$ cat config.mk
export PLATFORM = sky130hd
export DESIGN_NAME = rom_load_seq_flat
export DESIGN_NICKNAME = d
export VERILOG_FILES = /design/src/rtl/rom_load_seq_if.sv /design/src/rtl/rom_load_seq.sv /design/src/flat_wrapper.sv
export SDC_FILE = /design/constraint.sdc
export NUM_CORES = 1
export LEC_CHECK = 0
export ABC_AREA = 1
export BUFFER_PORTS_ARGS = -buffer_cell sky130_fd_sc_hd__buf_2
export CAP_MARGIN = 20
export CORE_MARGIN = 1
export CORE_UTILIZATION = 30
export CTS_BUF_LIST = sky130_fd_sc_hd__clkbuf_2 sky130_fd_sc_hd__clkbuf_4 sky130_fd_sc_hd__clkbuf_8
export DETAILED_ROUTE_END_ITERATION = 10
export PLACE_DENSITY = 0.51
export SKIP_LAST_GASP = 1
export SLEW_MARGIN = 25
export SYNTH_ARGS = -nofsm -noshare
export SYNTH_HDL_FRONTEND = slang
export SYNTH_SLANG_ARGS = --single-unit
export TNS_END_PERCENT = 100
$ cat constraint.sdc
create_clock -name clk_sys -period 1.9 [get_ports clk_sys]
set_clock_uncertainty 0.15 [all_clocks]
set_input_delay 0 -clock clk_sys [delete_from_list [all_inputs] [get_ports clk_sys]]
set_output_delay 0 -clock clk_sys [all_outputs]
set_load 0.01 [all_outputs]
$ cat src/rtl/rom_load_seq_if.sv
// ioctl download stream from the HPS: one byte per ioctl_wr pulse while ioctl_download is high.
interface rom_load_seq_if;
  logic        ioctl_download;
  logic        ioctl_wr;
  logic [24:0] ioctl_addr;
  logic [7:0]  ioctl_dout;

  modport master (output ioctl_download, ioctl_wr, ioctl_addr, ioctl_dout);
  modport slave  (input  ioctl_download, ioctl_wr, ioctl_addr, ioctl_dout);
endinterface

$ cat src/rtl/rom_load_seq.sv
// Download sequencer: splits the ioctl byte stream into four ROM regions, tracks
// load statistics, and holds the core in reset until a load has settled.
module rom_load_seq #(
  parameter int                ADDR_W     = 16,
  parameter logic [ADDR_W-1:0] R1_BASE    = 16'h6000,
  parameter logic [ADDR_W-1:0] R2_BASE    = 16'h8000,
  parameter logic [ADDR_W-1:0] R3_BASE    = 16'hA000,
  parameter logic [ADDR_W:0]   ROM_SIZE   = 17'h0C000,
  parameter int                SETTLE_CYC = 255
) (
  input  logic              clk_sys,
  input  logic              RESET,
  rom_load_seq_if.slave     ioctl,
  input  logic              user_reset,
  output logic [ADDR_W-1:0] dn_addr,
  output logic [7:0]        dn_data,
  output logic [3:0]        dn_wr,
  output logic              core_reset,
  output logic              load_done,
  output logic [ADDR_W:0]   byte_count,
  output logic [7:0]        checksum,
  output logic              oor_flag
);

  localparam int CNT_W = (SETTLE_CYC > 0) ? $clog2(SETTLE_CYC + 1) : 1;
  localparam logic [CNT_W-1:0] SETTLE_LD = CNT_W'(SETTLE_CYC);

  typedef enum logic [1:0] {S_IDLE, S_LOAD, S_SETTLE, S_RUN} state_t;

  state_t             state_q, next_state;
  logic [CNT_W-1:0]   cnt_q, cnt_d;

  logic [ADDR_W-1:0]  addr_lo_p0;
  logic               in_range_p0;
  logic               acc_vld_p0;
  logic               wr_vld_p0;
  logic [1:0]         region_p0;
  logic [ADDR_W-1:0]  ofs_p0;
  logic [3:0]         wr_oh_p0;
  logic               load_entry;
  logic               load_exit;

  function automatic logic [ADDR_W:0] sat_inc(input logic [ADDR_W:0] v);
    return (&v) ? v : v + (ADDR_W+1)'(1);
  endfunction

  // Stage p0: decode the byte presented on this edge
  always_comb begin
    addr_lo_p0  = ioctl.ioctl_addr[ADDR_W-1:0];
    in_range_p0 = (ioctl.ioctl_addr[24:ADDR_W] == '0) && ({1'b0, addr_lo_p0} < ROM_SIZE);
    acc_vld_p0  = ioctl.ioctl_download & ioctl.ioctl_wr;
    wr_vld_p0   = acc_vld_p0 & in_range_p0;
    region_p0   = 2'd0;
    ofs_p0      = addr_lo_p0;
    if (addr_lo_p0 >= R3_BASE) begin
      region_p0 = 2'd3;
      ofs_p0    = addr_lo_p0 - R3_BASE;
    end else if (addr_lo_p0 >= R2_BASE) begin
      region_p0 = 2'd2;
      ofs_p0    = addr_lo_p0 - R2_BASE;
    end else if (addr_lo_p0 >= R1_BASE) begin
      region_p0 = 2'd1;
      ofs_p0    = addr_lo_p0 - R1_BASE;
    end
    wr_oh_p0 = wr_vld_p0 ? (4'b0001 << region_p0) : 4'b0000;
  end

  always_comb begin
    next_state = state_q;
    cnt_d      = cnt_q;
    case (state_q)
      S_IDLE: begin
        if (ioctl.ioctl_download) next_state = S_LOAD;
      end
      S_LOAD: begin
        if (!ioctl.ioctl_download) begin
          next_state = S_SETTLE;
          cnt_d      = SETTLE_LD;
        end
      end
      S_SETTLE: begin
        if (ioctl.ioctl_download) next_state = S_LOAD;
        else if (user_reset)      cnt_d = SETTLE_LD;
        else if (cnt_q == '0)     next_state = S_RUN;
        else                      cnt_d = cnt_q - 1'b1;
      end
      S_RUN: begin
        if (ioctl.ioctl_download) next_state = S_LOAD;
        else if (user_reset) begin
          next_state = S_SETTLE;
          cnt_d      = SETTLE_LD;
        end
      end
      default: next_state = S_IDLE;
    endcase
  end

  assign load_entry = ioctl.ioctl_download && (state_q != S_LOAD);
  assign load_exit  = (state_q == S_LOAD) && (next_state == S_SETTLE);

  always_ff @(posedge clk_sys or posedge RESET) begin
    if (RESET) begin
      state_q    <= S_IDLE;
      cnt_q      <= '0;
      core_reset <= 1'b1;
      load_done  <= 1'b0;
    end else begin
      state_q    <= next_state;
      cnt_q      <= cnt_d;
      core_reset <= (next_state != S_RUN);
      load_done  <= load_done | load_exit;
    end
  end

  // Stage p1: registered strobe and running statistics; the entry edge byte seeds the stats
  always_ff @(posedge clk_sys or posedge RESET) begin
    if (RESET) begin
      dn_wr      <= '0;
      dn_addr    <= '0;
      dn_data    <= '0;
      byte_count <= '0;
      checksum   <= '0;
      oor_flag   <= 1'b0;
    end else begin
      dn_wr <= wr_oh_p0;
      if (wr_vld_p0) begin
        dn_addr <= ofs_p0;
        dn_data <= ioctl.ioctl_dout;
      end
      if (load_entry) begin
        byte_count <= wr_vld_p0 ? (ADDR_W+1)'(1) : '0;
        checksum   <= wr_vld_p0 ? ioctl.ioctl_dout : 8'h00;
        oor_flag   <= acc_vld_p0 & ~in_range_p0;
      end else begin
        if (wr_vld_p0) begin
          byte_count <= sat_inc(byte_count);
          checksum   <= checksum + ioctl.ioctl_dout;
        end
        if (acc_vld_p0 && !in_range_p0) oor_flag <= 1'b1;
      end
    end
  end

endmodule

$ cat src/flat_wrapper.sv
// flat-port wrapper written by rule: the top's interface ports become plain ports
module rom_load_seq_flat 
#(
  parameter int                ADDR_W     = 16,
  parameter logic [ADDR_W-1:0] R1_BASE    = 16'h6000,
  parameter logic [ADDR_W-1:0] R2_BASE    = 16'h8000,
  parameter logic [ADDR_W-1:0] R3_BASE    = 16'hA000,
  parameter logic [ADDR_W:0]   ROM_SIZE   = 17'h0C000,
  parameter int                SETTLE_CYC = 255
)
  (clk_sys, RESET, user_reset, dn_addr, dn_data, dn_wr, core_reset, load_done, byte_count, checksum, oor_flag, ioctl_ioctl_download, ioctl_ioctl_wr, ioctl_ioctl_addr, ioctl_ioctl_dout);
  rom_load_seq_if ioctl_i ();
  input  logic clk_sys;
  input  logic RESET;
  input  logic user_reset;
  output logic [ADDR_W-1:0] dn_addr;
  output logic [7:0] dn_data;
  output logic [3:0] dn_wr;
  output logic core_reset;
  output logic load_done;
  output logic [ADDR_W:0] byte_count;
  output logic [7:0] checksum;
  output logic oor_flag;
  input wire logic [$bits(ioctl_i.ioctl_download)-1:0] ioctl_ioctl_download;
  input wire logic [$bits(ioctl_i.ioctl_wr)-1:0] ioctl_ioctl_wr;
  input wire logic [$bits(ioctl_i.ioctl_addr)-1:0] ioctl_ioctl_addr;
  input wire logic [$bits(ioctl_i.ioctl_dout)-1:0] ioctl_ioctl_dout;
  assign ioctl_i.ioctl_download = ioctl_ioctl_download;
  assign ioctl_i.ioctl_wr = ioctl_ioctl_wr;
  assign ioctl_i.ioctl_addr = ioctl_ioctl_addr;
  assign ioctl_i.ioctl_dout = ioctl_ioctl_dout;
  rom_load_seq #(.ADDR_W(ADDR_W), .R1_BASE(R1_BASE), .R2_BASE(R2_BASE), .R3_BASE(R3_BASE), .ROM_SIZE(ROM_SIZE), .SETTLE_CYC(SETTLE_CYC)) u_core (.clk_sys(clk_sys), .RESET(RESET), .ioctl(ioctl_i), .user_reset(user_reset), .dn_addr(dn_addr), .dn_data(dn_data), .dn_wr(dn_wr), .core_reset(core_reset), .load_done(load_done), .byte_count(byte_count), .checksum(checksum), .oor_flag(oor_flag));
endmodule
# ---- After elaboration in Yosys (flattened, before gate mapping)
# Cells that the tools add are included.
dict set report word_totals {
  ff_bits 66
  output_inout_bits 56
  elab_cells 83
}
dict set report classes {
  addsub 6
  n_lt_le_gt_ge 4
  n_eq_ne 12
  shift 1
  mux 31
  bitwise 5
  reduce_logical 14
}
# cell n
set op_table {}
lappend op_table {{$mux W8} 9}
lappend op_table {{$mux W17} 3}
lappend op_table {{$mux W16} 3}
lappend op_table {{$ge A16 B16 Y1 const B} 2}
lappend op_table {{$sub A16 B16 Y16 const B} 2}
lappend op_table {{$pmux W8 S3} 1}
lappend op_table {{$mux W2} 9}
lappend op_table {{$add A17 B1 Y17 const B} 1}
lappend op_table {{$reduce_and A17 Y1} 1}
lappend op_table {{$ge A16 B15 Y1 const B} 1}
lappend op_table {{$lt A16 B16 Y1 const B} 1}
lappend op_table {{$sub A16 B15 Y16 const B} 1}
lappend op_table {{$ne A2 B2 Y1 const B} 5}
lappend op_table {{$logic_not A9 Y1} 1}
lappend op_table {{$add A8 B8 Y8} 1}
lappend op_table {{$logic_not A8 Y1} 1}
lappend op_table {{$pmux W2 S4} 1}
lappend op_table {{$sub A8 B1 Y8 const B} 1}
lappend op_table {{$eq A2 B2 Y1 const B} 3}
lappend op_table {{$reduce_and A6 Y1} 1}
lappend op_table {{$logic_and A1 B1 Y1} 4}
lappend op_table {{$mux W1} 4}
lappend op_table {{$mux W4} 1}
lappend op_table {{$ne A2 B1 Y1 const B} 2}
lappend op_table {{11 further kinds} 14}

# ---- Logic depth before layout (Yosys ltp)
dict set report depth {
  word_depth 8
  mapped_depth 11
  depth_no_buf 11
}

# ---- Worst setup path before layout
# Ideal clock, no wire load.
dict set report synth_timing {
  path_kind {flip-flop to flip-flop}
  startpoint {reg u_core.byte_count[0]}
  endpoint {reg u_core.byte_count[10]}
  setup_ns 0.076
  t_arrival_ns 1.866
  required_time_ns 1.674
  setup_slack_ns -0.192
  path_stages_with_launch 12
  path_buffers 1
  cell_sequence {dfrtp_1 -> ha_1 -> nand2_1 -> nor2_1 -> nand3_1 -> nor4_1 -> ha_1 -> nand2_2 -> nand2_4 -> buf_6 -> nand2_1 -> o21ai_1}
}
dict set report synth_via {
  elab_chain_len 4
}
# item line_no
set synth_rtl {}
lappend synth_rtl {{from (decl)} rom_load_seq.sv:20} ;# output logic [ADDR_W:0] byte_count,
lappend synth_rtl {{from (signal assigned)} rom_load_seq.sv:131} ;# byte_count <= wr_vld_p0 ? (ADDR_W+1)'(1) : '0;
lappend synth_rtl {{from (signal assigned)} rom_load_seq.sv:136} ;# byte_count <= sat_inc(byte_count);
lappend synth_rtl {{$add A17 B1 Y17} rom_load_seq.sv:44} ;# return (&v) ? v : v + (ADDR_W+1)'(1);
lappend synth_rtl {{$mux W17} rom_load_seq.sv:44}
lappend synth_rtl {{$mux W17} rom_load_seq.sv:135} ;# if (wr_vld_p0) begin
lappend synth_rtl {{$mux W17} rom_load_seq.sv:130} ;# if (load_entry) begin
# Parallel ways exist; a longest one is shown, timed or not. The select of a mux whose other input is x is not followed.
# A chain may end at the register's enable or synchronous reset.

# ---- Final worst setup path
dict set report layout_timing {
  startpoint {reg u_core.byte_count[0]}
  endpoint {reg u_core.byte_count[0]}
}
# Same word-level chain as after synthesis.

==> flow_metrics.env <==
export IMPL_hold_class="in -> reg"
export IMPL_grt_ovfl_total=0
export IMPL_p_comb_share_pct=15.0
export IMPL_synth_area_leader_cell="dfrtp_1"
export IMPL_clk_latency_ns=0.36
export IMPL_fp_dieH_um=115
export IMPL_wirelength_um=11000
export IMPL_cts_tree="built"
export IMPL_gp_congestion=0.842
export IMPL_tightest_slew_ns=0.416
export IMPL_synth_ff_type="dfrtp_1"
export IMPL_grt_max_degree=54
export IMPL_clkPwrFrac_pct=43.0
export IMPL_seqPwrFrac_pct=42.0
export IMPL_die_w_um=115
export IMPL_nets=712
export IMPL_max_slew_margin_pct=72.0
export IMPL_arrival_ns=1.96
export IMPL_hold_viol_final=0
export IMPL_rsz0062_at_grt="yes"
export IMPL_grtUsageTotal_pct=17.4
export IMPL_path_clk_slew_ns=0.07
export IMPL_placed_area_um2=4700
export IMPL_finalSetupViolCount=0
export IMPL_worstSetupPathType="reg -> reg"
export IMPL_yosysWarnings=0
export IMPL_syn_avg_cell_area_um2=7.80
export IMPL_syn_inst=495
export IMPL_ir_drop_mv=0.288
export IMPL_drtPass1Iterations=4
export IMPL_post_route_period_util_pct=98.3
export IMPL_post_route_min_period_ns=1.87
export IMPL_crit_fanout=2
export IMPL_cp_end_kind="flop"
export IMPL_p_leak_nw=2.83
export IMPL_synth_seq_cells=66
export IMPL_drc=0
export IMPL_max_freq_mhz=535
export IMPL_vias_per_cell=4.61
export IMPL_status="complete, no violations"
export IMPL_routedWlPerCell_um=13.1
export IMPL_holdWs_ns=0.0526
export IMPL_pin_count=94
export IMPL_cp_required_ns=1.99
export IMPL_dp_hpwl_um=7750
export IMPL_final_layout_size_suffix_gt1_share_pct=29.3
export IMPL_synth_nets=547
export IMPL_cts_root_buf="clkbuf_8"
export IMPL_num_vias=3855
export IMPL_drt_iter0_drc=141
export IMPL_final_antenna_net_count=0
export IMPL_area_growth_pct=41.9
export IMPL_cts_path_max_buffers=2
export IMPL_synth_edf_count=0
export IMPL_p_sw_uw=928
export IMPL_startpoint_type="flop"
export IMPL_row_count=41
export IMPL_start_util_pct=30.7
export IMPL_coreArea_um2=12600
export IMPL_clkSinkCount=66
export IMPL_p_int_mw=2.58
export IMPL_synth_top_area_share_pct=42.1
export IMPL_synth_cell_area_um2=3860
export IMPL_h_tree_depth=3
export IMPL_portBuffers=93
export IMPL_finalWorstSetupSlack_ns=0.0317
export IMPL_finalInstanceArea_um2=5480
export IMPL_antenna_cells=0
export IMPL_max_cap_viol_count=0
export IMPL_fin_tns_setup_ns=0
export IMPL_synthDistinctLibCells=40
export IMPL_cts_buffers=9
export IMPL_power_switching_share_pct=26.4
export IMPL_slew_viol_final=0
export IMPL_power_density_nw_per_um2=641
export IMPL_fp_dieArea_um2=13300
export IMPL_synth_seq_area_share_pct=42.8
export IMPL_async_flop_share_pct=100
export IMPL_synth_area_top_cells="dfrtp_1 (42%), nand2_1 (16%), nand3_1 (5.8%), ha_1 (4.2%), nor2_1 (4.2%)"
export IMPL_grt_pass1_vias=3711
export IMPL_postLayoutCoreUtil_pct=43.6
export IMPL_grt_pass1_wl_um=17700
export IMPL_place_worst_setup_slack_ns=-0.00853
export IMPL_grt_antenna_before_repair=0
[registers in the layout, indices dropped and copies added, names as in the netlist]
| signal | cells |
|---|---|
| u_core.load_done | 1 |
| u_core.cnt_q | 8 |
| u_core.dn_data | 8 |
| u_core.dn_addr | 16 |
| u_core.core_reset | 1 |
| u_core.checksum | 8 |
| u_core.dn_wr | 4 |
| u_core.state_q | 2 |
| u_core.byte_count | 17 |
| u_core.oor_flag | 1 |
[stage by stage]
step	std cells	power, mW
floorplan	495	1.77
global placement	775	1.94
detailed placement	775	1.95
CTS	831	3.54
global route	837	3.67
finish	837	3.51
[final cells by class]
class | instances | area [µm²]
Clock buffer | 10 | 138
Inverter | 48 | 183
Fill cell | 1268 | 7090
Multi-Input combinational cell | 370 | 2010
Tap cell | 172 | 215
Timing Repair Buffer | 165 | 1170
Clock inverter | 6 | 114
Sequential cell | 66 | 1650
[synth_stat cells (6+ instances only)]
master / n
ha_1: 13
o21ai_1: 13
nand2_1: 162
nand4_1: 10
inv_1: 40
nor2_1: 43
inv_2: 7
o21ai_0: 12
nand3_1: 45
o21ai_2: 6
dfrtp_1: 65
a21oi_1: 11
nand2_2: 7
[routing by layer]
layer | routed length, µm | vias to the layer above | global-route usage [%] | part of all wire [%]
met2 | 5390 | 75 | 29.7 | 49
met1 | 4960 | 1829 | 21.3 | 45
met5 | 0 | - | 0 | 0
met3 | 435 | 20 | 3.82 | 4.0
li1 | - | 1931 | - | -
met4 | 199 | 0 | 6.93 | 1.8
[timing repair]
action / in CTS / in global routing
pin swaps: 1 / 5
buffers inserted: 1 / 5
hold buffers: 39 / 0
hold endpoints to repair: 113 / 0
gates cloned: 0 / 1
resized for setup: 1 / 15
setup endpoints to repair: 9 / 24
[path summary, 6_finish.rpt]
kind | start | to | slack, ns | cells past startpoint
setup / recovery | u_core.byte_count[0] | u_core.byte_count[0] | 0.03 | 10
min in group asynchronous | RESET | u_core.dn_addr[10] | 0.56 | 4
setup reg to reg | u_core.byte_count[0] | u_core.byte_count[0] | 0.03 | 10
max in group asynchronous | RESET | u_core.core_reset | 0.40 | 5
hold / removal | ioctl_ioctl_addr[14] | u_core.dn_addr[15] | 0.05 | 5
hold reg to reg | u_core.load_done | u_core.load_done | 0.31 | 1
[critical path: stages, from the launching register on]
cell,delay (ns)
dfrtp_2,0.36
ha_2,0.18
nand2_2,0.08
nor2_4,0.10
nand3_2,0.11
nor4_4,0.16
ha_2,0.23
nand2_4,0.07
buf_4,0.15
o211ai_1,0.08
o21ai_1,0.08
[placed cells by master, fill, tap and decap left out, drive strengths merged, types with 10 or more instances in the layout]
master,instances
nand4,10
ha,13
dfrtp,65
buf,125
dlygate4sd3,38
inv,48
clkbuf,11
o21ai,31
nand2,171
a21oi,12
nor2,50
nand3,48
[power by group through the flow]
| stage | Combinational [mW] | Clock (mW) | Sequential [mW] |
|---|---|---|---|
| 2_1_floorplan | 0.259 | 0 | 1.52 |
| 3_5_place_dp | 0.445 | 0 | 1.50 |
| 4_1_cts | 0.506 | 1.56 | 1.47 |
| 5_1_grt | 0.586 | 1.60 | 1.48 |
| 3_3_place_gp | 0.440 | 0 | 1.50 |
| 6_report | 0.526 | 1.51 | 1.48 |
[logic make-up after synthesis]
| kind of cell | after synthesis | share of synthesized area (%) |
|---|---|---|
| AOI/OAI and AO/OA | 54 | 8.68 |
| DFF | 66 | 42.8 |
| adders and majority gates | 14 | 4.73 |
| buffers and inverters | 59 | 7.26 |
| and+or+nand+nor | 293 | 34.5 |
| xor gates and xnor gates | 9 | 2.04 |
Power figures use the tool's default switching activity.
